$ cat src/rtl/mod_arith_pkg.sv
// ----------------------------------------------------------------------------
// mod_arith_pkg
//   Shared types and helpers for the pipelined modular add/sub datapath.
//
//   chunk_w(bits, level) : ceiling divide, width of one pipeline slice
//   op_t                 : per-transaction operation select
//   stage_pay_t          : payload registered by every pipeline stage
//
//   The payload struct is sized to package-wide maxima so it can be shared
//   by every instance regardless of its modulus. Each instance only ever
//   writes the low DAT_BITS / CTL_BITS of the fields. Upper bits stay zero
//   and are trimmed by synthesis.
// ----------------------------------------------------------------------------
package mod_arith_pkg;

    // Widest operand (after rounding up to a multiple of LEVEL) and widest
    // sideband tag that an instance may use.
    localparam int MAX_DAT_BITS = 128;
    localparam int MAX_CTL_BITS = 32;

    typedef enum logic {
        OP_ADD = 1'b0,
        OP_SUB = 1'b1
    } op_t;

    // Per-stage payload.
    //   a, b : operands; chunks above the current stage are still consumed
    //   r0   : corrected candidate (a+b-P or a-b+P), filled chunk by chunk
    //   r1   : raw candidate (a+b or a-b), filled chunk by chunk
    //   c0   : signed carry/borrow of the r0 chain, range -1..+1
    //   c1   : carry (add) or borrow (sub) of the r1 chain
    typedef struct packed {
        logic [MAX_DAT_BITS-1:0] a;
        logic [MAX_DAT_BITS-1:0] b;
        logic [MAX_DAT_BITS-1:0] r0;
        logic [MAX_DAT_BITS-1:0] r1;
        logic [1:0]              c0;
        logic                    c1;
        op_t                     op;
        logic [MAX_CTL_BITS-1:0] ctl;
    } stage_pay_t;

    function automatic int chunk_w(input int bits, input int level);
        return (bits + level - 1) / level;
    endfunction

endpackage

$ cat src/rtl/mod_addsub_stage.sv
// ----------------------------------------------------------------------------
// mod_addsub_stage
//   One W-bit slice of the modular add/sub carry chains. Purely
//   combinational; the top level registers the results.
//
//   Ports
//     a, b    in  W   operand chunks
//     p       in  W   matching chunk of the modulus
//     c0_in   in  2   signed carry/borrow into the corrected chain (-1..+1)
//     c1_in   in  1   carry (add) / borrow (sub) into the raw chain
//     op      in  1   OP_ADD or OP_SUB
//     r0      out W   chunk of a+b-P (add) or a-b+P (sub)
//     r1      out W   chunk of a+b (add) or a-b (sub)
//     c0_out  out 2   signed carry/borrow out of the corrected chain
//     c1_out  out 1   carry/borrow out of the raw chain
// ----------------------------------------------------------------------------
module mod_addsub_stage
    import mod_arith_pkg::*;
#(
    parameter int W = 8
) (
    input  logic [W-1:0] a,
    input  logic [W-1:0] b,
    input  logic [W-1:0] p,
    input  logic [1:0]   c0_in,
    input  logic         c1_in,
    input  op_t          op,
    output logic [W-1:0] r0,
    output logic [W-1:0] r1,
    output logic [1:0]   c0_out,
    output logic         c1_out
);

    // Corrected chain is evaluated in W+2 signed bits. Worst cases are
    // 2*(2^W-1)+1 and -(2^W-1)-1, so bits [W+1:W] always hold the outgoing
    // carry as a 2-bit signed value in -1..+1.
    logic signed [W+1:0] t0;
    logic        [W:0]   t1;
    logic signed [W+1:0] a_s;
    logic signed [W+1:0] b_s;
    logic signed [W+1:0] p_s;
    logic signed [W+1:0] c0_s;

    assign a_s  = $signed({2'b00, a});
    assign b_s  = $signed({2'b00, b});
    assign p_s  = $signed({2'b00, p});
    assign c0_s = $signed({{W{c0_in[1]}}, c0_in});

    always_comb begin
        t0 = '0;
        t1 = '0;
        if (op == OP_SUB) begin
            t0 = a_s - b_s + p_s + c0_s;
            // Unsigned W+1 subtraction: bit W is the outgoing borrow.
            t1 = {1'b0, a} - {1'b0, b} - {{W{1'b0}}, c1_in};
        end else begin
            t0 = a_s + b_s - p_s + c0_s;
            t1 = {1'b0, a} + {1'b0, b} + {{W{1'b0}}, c1_in};
        end
    end

    assign r0     = t0[W-1:0];
    assign c0_out = t0[W+1:W];
    assign r1     = t1[W-1:0];
    assign c1_out = t1[W];

endmodule

$ cat src/rtl/mod_addsub_pipe.sv
// ----------------------------------------------------------------------------
// mod_addsub_pipe
//   Pipelined modular adder/subtractor: (a + b) mod P or (a - b) mod P for
//   operands already reduced below P. The carry chains are split over LEVEL
//   registered stages; both candidates (raw and P-corrected) travel in
//   parallel so the final choice needs only the last carry/borrow bits.
//
//   Ports
//     aclk      in  1              clock
//     areset    in  1              synchronous active-high reset
//     s_tvalid  in  2              per-operand valid, [0]=a, [1]=b
//     s_tdata   in  2*C_DATA_WIDTH {b, a}; only bits [BITS-1:0] of each used
//     s_tready  out 2              shared ready, identical on both bits
//     s_op      in  1              0 = add, 1 = subtract
//     s_tctl    in  CTL_BITS       tag, returned unchanged with the result
//     m_tvalid  out 1              result valid
//     m_tdata   out C_DATA_WIDTH   result, zero-extended above BITS
//     m_tctl    out CTL_BITS       tag of this result
//     m_tready  in  1              downstream ready
//
//   Handshake: a beat moves across an interface on a clock edge where both
//   valid and ready are high. The input side joins both operands: nothing is
//   taken until s_tvalid is 11, and then both are taken together. Ready is
//   combinational from m_tready and s_tvalid; every other output comes
//   straight from a register.
// ----------------------------------------------------------------------------
module mod_addsub_pipe
    import mod_arith_pkg::*;
#(
    parameter longint unsigned P            = 100,
    parameter int              BITS         = $clog2(P),
    parameter int              C_DATA_WIDTH = 32,
    parameter int              CTL_BITS     = 8,
    parameter int              LEVEL        = 1
) (
    input  logic                      aclk,
    input  logic                      areset,
    input  logic [1:0]                s_tvalid,
    input  logic [2*C_DATA_WIDTH-1:0] s_tdata,
    output logic [1:0]                s_tready,
    input  logic                      s_op,
    input  logic [CTL_BITS-1:0]       s_tctl,
    output logic                      m_tvalid,
    output logic [C_DATA_WIDTH-1:0]   m_tdata,
    output logic [CTL_BITS-1:0]       m_tctl,
    input  logic                      m_tready
);

    localparam int W        = chunk_w(BITS, LEVEL);
    localparam int DAT_BITS = W * LEVEL;
    localparam logic [DAT_BITS-1:0] P_EXT = DAT_BITS'(P);

    // Stage registers, one entry per pipeline stage.
    stage_pay_t          pay_q [LEVEL];
    logic [LEVEL-1:0]    val_q;
    // rdy[g]: stage g may load this cycle. rdy[LEVEL] is the downstream.
    logic [LEVEL:0]      rdy;

    logic                join_val;
    stage_pay_t          pay0;
    logic                unused_tdata;

    // ------------------------------------------------------------------
    // Input join
    // ------------------------------------------------------------------
    assign join_val = s_tvalid[0] & s_tvalid[1];
    // Forced low in reset so nothing is reported as taken in that cycle.
    assign s_tready = {2{join_val & rdy[0] & ~areset}};

    always_comb begin
        pay0     = '0;
        pay0.a   = MAX_DAT_BITS'(s_tdata[BITS-1:0]);
        pay0.b   = MAX_DAT_BITS'(s_tdata[C_DATA_WIDTH +: BITS]);
        pay0.op  = op_t'(s_op);
        pay0.ctl = MAX_CTL_BITS'(s_tctl);
    end

    // Operand bits above BITS are ignored by definition.
    assign unused_tdata = ^s_tdata;

    // ------------------------------------------------------------------
    // Ready chain: an empty stage always loads, so bubbles collapse even
    // while the output is stalled.
    // ------------------------------------------------------------------
    always_comb begin
        rdy        = '0;
        rdy[LEVEL] = m_tready;
        for (int i = LEVEL - 1; i >= 0; i--) begin
            rdy[i] = ~val_q[i] | rdy[i+1];
        end
    end

    // ------------------------------------------------------------------
    // Pipeline stages: stage g resolves bits [g*W +: W] of both candidates
    // ------------------------------------------------------------------
    genvar g;
    generate
        for (g = 0; g < LEVEL; g++) begin : g_stage
            stage_pay_t   in_pay;
            stage_pay_t   nxt_pay;
            stage_pay_t   pay_r;
            logic         in_val;
            logic         val_r;
            logic [W-1:0] r0_c;
            logic [W-1:0] r1_c;
            logic [1:0]   c0_c;
            logic         c1_c;
            logic         unused_pay;

            if (g == 0) begin : g_first
                assign in_pay = pay0;
                assign in_val = join_val;
            end else begin : g_next
                assign in_pay = pay_q[g-1];
                assign in_val = val_q[g-1];
            end

            mod_addsub_stage #(
                .W (W)
            ) u_stage (
                .a      (in_pay.a[g*W +: W]),
                .b      (in_pay.b[g*W +: W]),
                .p      (P_EXT[g*W +: W]),
                .c0_in  (in_pay.c0),
                .c1_in  (in_pay.c1),
                .op     (in_pay.op),
                .r0     (r0_c),
                .r1     (r1_c),
                .c0_out (c0_c),
                .c1_out (c1_c)
            );

            always_comb begin
                nxt_pay               = in_pay;
                nxt_pay.r0[g*W +: W]  = r0_c;
                nxt_pay.r1[g*W +: W]  = r1_c;
                nxt_pay.c0            = c0_c;
                nxt_pay.c1            = c1_c;
            end

            always_ff @(posedge aclk) begin
                if (areset) begin
                    val_r <= 1'b0;
                    pay_r <= '0;
                end else if (rdy[g]) begin
                    val_r <= in_val;
                    // Payload only moves with a real beat, so an empty stage
                    // keeps its last contents instead of toggling.
                    if (in_val) begin
                        pay_r <= nxt_pay;
                    end
                end
            end

            assign pay_q[g] = pay_r;
            assign val_q[g] = val_r;

            // Chunks already consumed and bits above DAT_BITS are dead here.
            assign unused_pay = ^pay_r;
        end
    endgenerate

    // ------------------------------------------------------------------
    // Final select, taken from the last stage registers only.
    //   Sub: a borrow out of a-b means the result is negative -> use a-b+P.
    //   Add: a non-negative a+b-P chain means a+b >= P -> use a+b-P.
    // After reset the last stage holds an all-zero add, which selects r0=0.
    // ------------------------------------------------------------------
    logic sel_r0;

    assign sel_r0 = (pay_q[LEVEL-1].op == OP_SUB) ? pay_q[LEVEL-1].c1
                                                  : ~pay_q[LEVEL-1].c0[1];

    assign m_tvalid = val_q[LEVEL-1];
    assign m_tdata  = C_DATA_WIDTH'(sel_r0 ? pay_q[LEVEL-1].r0[BITS-1:0]
                                           : pay_q[LEVEL-1].r1[BITS-1:0]);
    assign m_tctl   = pay_q[LEVEL-1].ctl[CTL_BITS-1:0];

endmodule

$ cat config.mk
export PLATFORM = sky130hd
export DESIGN_NAME = mod_addsub_pipe
export DESIGN_NICKNAME = d
export VERILOG_FILES = /design/src/rtl/mod_arith_pkg.sv /design/src/rtl/mod_addsub_stage.sv /design/src/rtl/mod_addsub_pipe.sv
export SDC_FILE = /design/constraint.sdc
export NUM_CORES = 1
export LEC_CHECK = 0
export CAP_MARGIN = 20
export CORE_MARGIN = 4
export CORE_UTILIZATION = 39
export DETAILED_ROUTE_END_ITERATION = 8
export PLACE_DENSITY = 0.8
export SLEW_MARGIN = 20
export SYNTH_ARGS = -nofsm -noshare
export SYNTH_HDL_FRONTEND = slang
export SYNTH_SLANG_ARGS = --single-unit
$ cat constraint.sdc
create_clock -name aclk -period 3.66 [get_ports aclk]
set_input_delay 1.098 -clock aclk [delete_from_list [all_inputs] [get_ports aclk]]
set_output_delay 1.098 -clock aclk [all_outputs]
set_load 0.02 [all_outputs]
==> flow_metrics.env <==
export IMPL_slowest_stage="clkdlybuf4s50_1"
export IMPL_p_per_area_mw_per_mm2=306.4
export IMPL_worstHoldPathType="reg2reg"
export IMPL_synth_adder_area_share=0.1114
export IMPL_n_fill_cell=492
export IMPL_path_clk_slew_ps=80
export IMPL_antenna_found_initial=0
export IMPL_ys_seq_elements=24
export IMPL_fin_crit_ps=3500
export IMPL_mappedNetlistArea_sq_mm=0.002157
export IMPL_critPathArrivalTime_ps=3650
export IMPL_fin_skew_ps=3.525
export IMPL_synthArstFlopShare=0
export IMPL_start_util=0.4118
export IMPL_finalCritPeriodShare=0.9564
export IMPL_total_leakage_power_nw=1.190
export IMPL_worst_pin_slew_ps=583.9
export IMPL_rr_startpoint="m_tvalid"
export IMPL_final_nets=422
export IMPL_ctsHoldBuffers=0
export IMPL_synth_avg_cell_area_sq_um=7.873
export IMPL_synth_edf_count=0
export IMPL_cts_tree="built"
export IMPL_synth_mux_area_frac=0.04002
export IMPL_final_common_cell="clkdlybuf4s50_1"
export IMPL_ctsHtreeMaxLevel=1
export IMPL_drc=0
export IMPL_ys_flop_type="dfxtp_1"
export IMPL_row_count=26
export IMPL_n_antenna_cell=0
export IMPL_synth_distinct_cells=54
export IMPL_synthToLayoutAreaGrowth_pct=26.57
export IMPL_setup_viol=0
export IMPL_max_freq_mhz=285.7
export IMPL_port_buffers=45
export IMPL_cts_sinks=24
export IMPL_die_area_sq_mm=0.006785
export IMPL_ys_warn_count=0
export IMPL_start_kind="input pin"
export IMPL_vias=1898
export IMPL_synth_compound_area_share=0.1874
export IMPL_setup_slack_ps=159.7
export IMPL_crit_fanout=2
export IMPL_rsz0062_at_grt="false"
export IMPL_drtIter0Drc=60
export IMPL_drive_above_1_share=0.1538
export IMPL_cts_setup_buffers=0
export IMPL_clockBufferDepth=2
export IMPL_ios=121
export IMPL_status="complete, no violations"
export IMPL_regArea_sq_um=480.5
export IMPL_grtUsageTotal=0.1374
export IMPL_core_area_sq_mm=0.005238
export IMPL_maxSlewHeadroom=0.5996
export IMPL_slowest_delay_ps=470
export IMPL_hold_viol=0
export IMPL_dp_hpwl_mm=3.640
export IMPL_yosys_top_cells_area="dfxtp_1 22%, buf_4 12%, ha_1 9.3%"
export IMPL_seq_area_frac_synth=0.2227
export IMPL_routabilityCongestion=0.7200
export IMPL_grt_ovfl_total=0
export IMPL_drt_first_pass_iters=4
export IMPL_grt_pass1_wl_mm=7.465
export IMPL_grt_pass1_vias=1743
export IMPL_crit_required_ps=3810
export IMPL_slew_viol_final=0
export IMPL_insertion_delay_ps=260
export IMPL_final_cell_mix="43 x clkdlybuf4s50_1, 28 x nand2_1, 28 x buf_4"
export IMPL_drt_wl_total_mm=4.623
export IMPL_die_w_um=82.37
export IMPL_vias_per_cell=4.805
export IMPL_cp_end_kind="flop"
export IMPL_grt_max_degree=27
export IMPL_die_height_um=82.37
export IMPL_post_place_ws_ps=-193.6
export IMPL_cap_viol_max_count=0
export IMPL_crit_type="in2reg"
export IMPL_synthSimpleGateAreaFrac=0.2158
export IMPL_cts_made_buffers=3
export IMPL_synth_cells=274
export IMPL_critPathLaunch="s_tdata[33]"
export IMPL_multi_input_area_sq_mm=0.001385
export IMPL_cts_root_buf="clkbuf_8"
export IMPL_synth_xor_area_frac=0.03248
export IMPL_hold_ws_ps=456.2
export IMPL_wire_per_inst_um=11.70
export IMPL_ir_worst_vdd_mv=0.1139
export IMPL_antenna_left=0
export IMPL_yosysTopAreaCell="dfxtp_1"
export IMPL_synth_top_family_by_area="simple AND/OR/NAND/NOR gates"
export IMPL_cp_cell_sequence="clkdlybuf4s50_1, inv_1, ha_1, nor2b_1, o21ba_2, or3_1, and2_1, ha_1, nor3b_1, or3_1, a211oi_2, a2111oi_2"
export IMPL_hold_start="m_tctl[2]"
export IMPL_synth_top_cell_area_share=0.2227
[path summary, 6_finish.rpt]
kind,endpoint,slack (ps),cells past startpoint
worst max-delay path,g_stage[0].pay_r[170],160,12
worst min-delay path,m_tctl[2],460,2
worst max register to register,g_stage[0].pay_r[169],2190,7
worst min register to register,m_tctl[2],460,2
[logic make-up (layout without fill, tap and decap cells)]
group,Yosys count,after routing
compound gates,58,58
xor+xnor,8,8
fa+ha+maj,18,18
buf+inv,67,94
flops,24,24
mux,8,8
other cells,1,25
simple gates,90,90
[repair_timing]
| action | 4_1_cts | 5_1_grt |
|---|---|---|
| pin swaps | 0 | 0 |
| setup endpoints to repair | 2 | 1 |
| cloned | 0 | 0 |
| resized for setup | 2 | 4 |
[final cells by class]
cell class | instances | share of cell area
Multi-Input combinational cell | 207 | 0.5073
Sequential cell | 24 | 0.1760
Clock buffer | 4 | 0.02016
Timing Repair Buffer | 73 | 0.2411
Inverter | 17 | 0.02337
Tap cell | 70 | 0.03208
[critical path: cells and delay by family]
kind                     cells  cell delay (ps)
buffers and inverters        2              530
AO/OA/AOI/OAI                3              490
AND/OR/NAND/NOR              5             1060
adder cells (fa/ha/maj)      2              480
[routing by layer]
metal / track usage / wire, um / part of all wire
met5: 0 / 0 / 0
met4: 0.05150 / 55 / 0.012
met3: 0.01952 / 352 / 0.076
met2: 0.2500 / 2203 / 0.48
met1: 0.1612 / 2012 / 0.44
[power breakdown]
part	internal [mW]	switching [mW]	total, mW
logic	0.182	0.193	0.375
clock network	0.0959	0.0789	0.175
registers	0.278	0.00817	0.286
[stage by stage]
step	cells	total power [mW]	area (sq um)	setup TNS [ps]	utilization
2_1_floorplan	298	0.5558	2247	0	-
3_3_place_gp	391	0.6509	2653	-397.4	0.5065
3_5_place_dp	391	0.6607	2653	-527.0	0.5065
4_1_cts	395	0.8366	2705	0	0.5165
5_1_grt	395	0.8995	2730	0	0.5213
6_report	395	0.8366	2730	0	0.5213
[sequential cells by signal, summed over array words and instances, names as in the netlist]
| signal | count |
|---|---|
| m_tctl | 8 |
| m_tvalid | 1 |
| g_stage.pay_r | 15 |
[cells in the mapped netlist, types with 3 or more instances]
master / count
a211oi_1: 6
a21oi_1: 19
clkbuf_1: 10
nor3_1: 7
nand2b_1: 4
o211ai_1: 3
inv_1: 17
or3_1: 5
nand3_1: 3
nor2_1: 20
ha_1: 16
xnor2_1: 7
nor3b_1: 3
nand2_1: 28
dfxtp_1: 24
mux2_2: 5
buf_4: 35
o21ai_0: 7
mux2i_1: 3
buf_6: 3
nor2b_1: 6
Power figures use the tool's default switching activity.
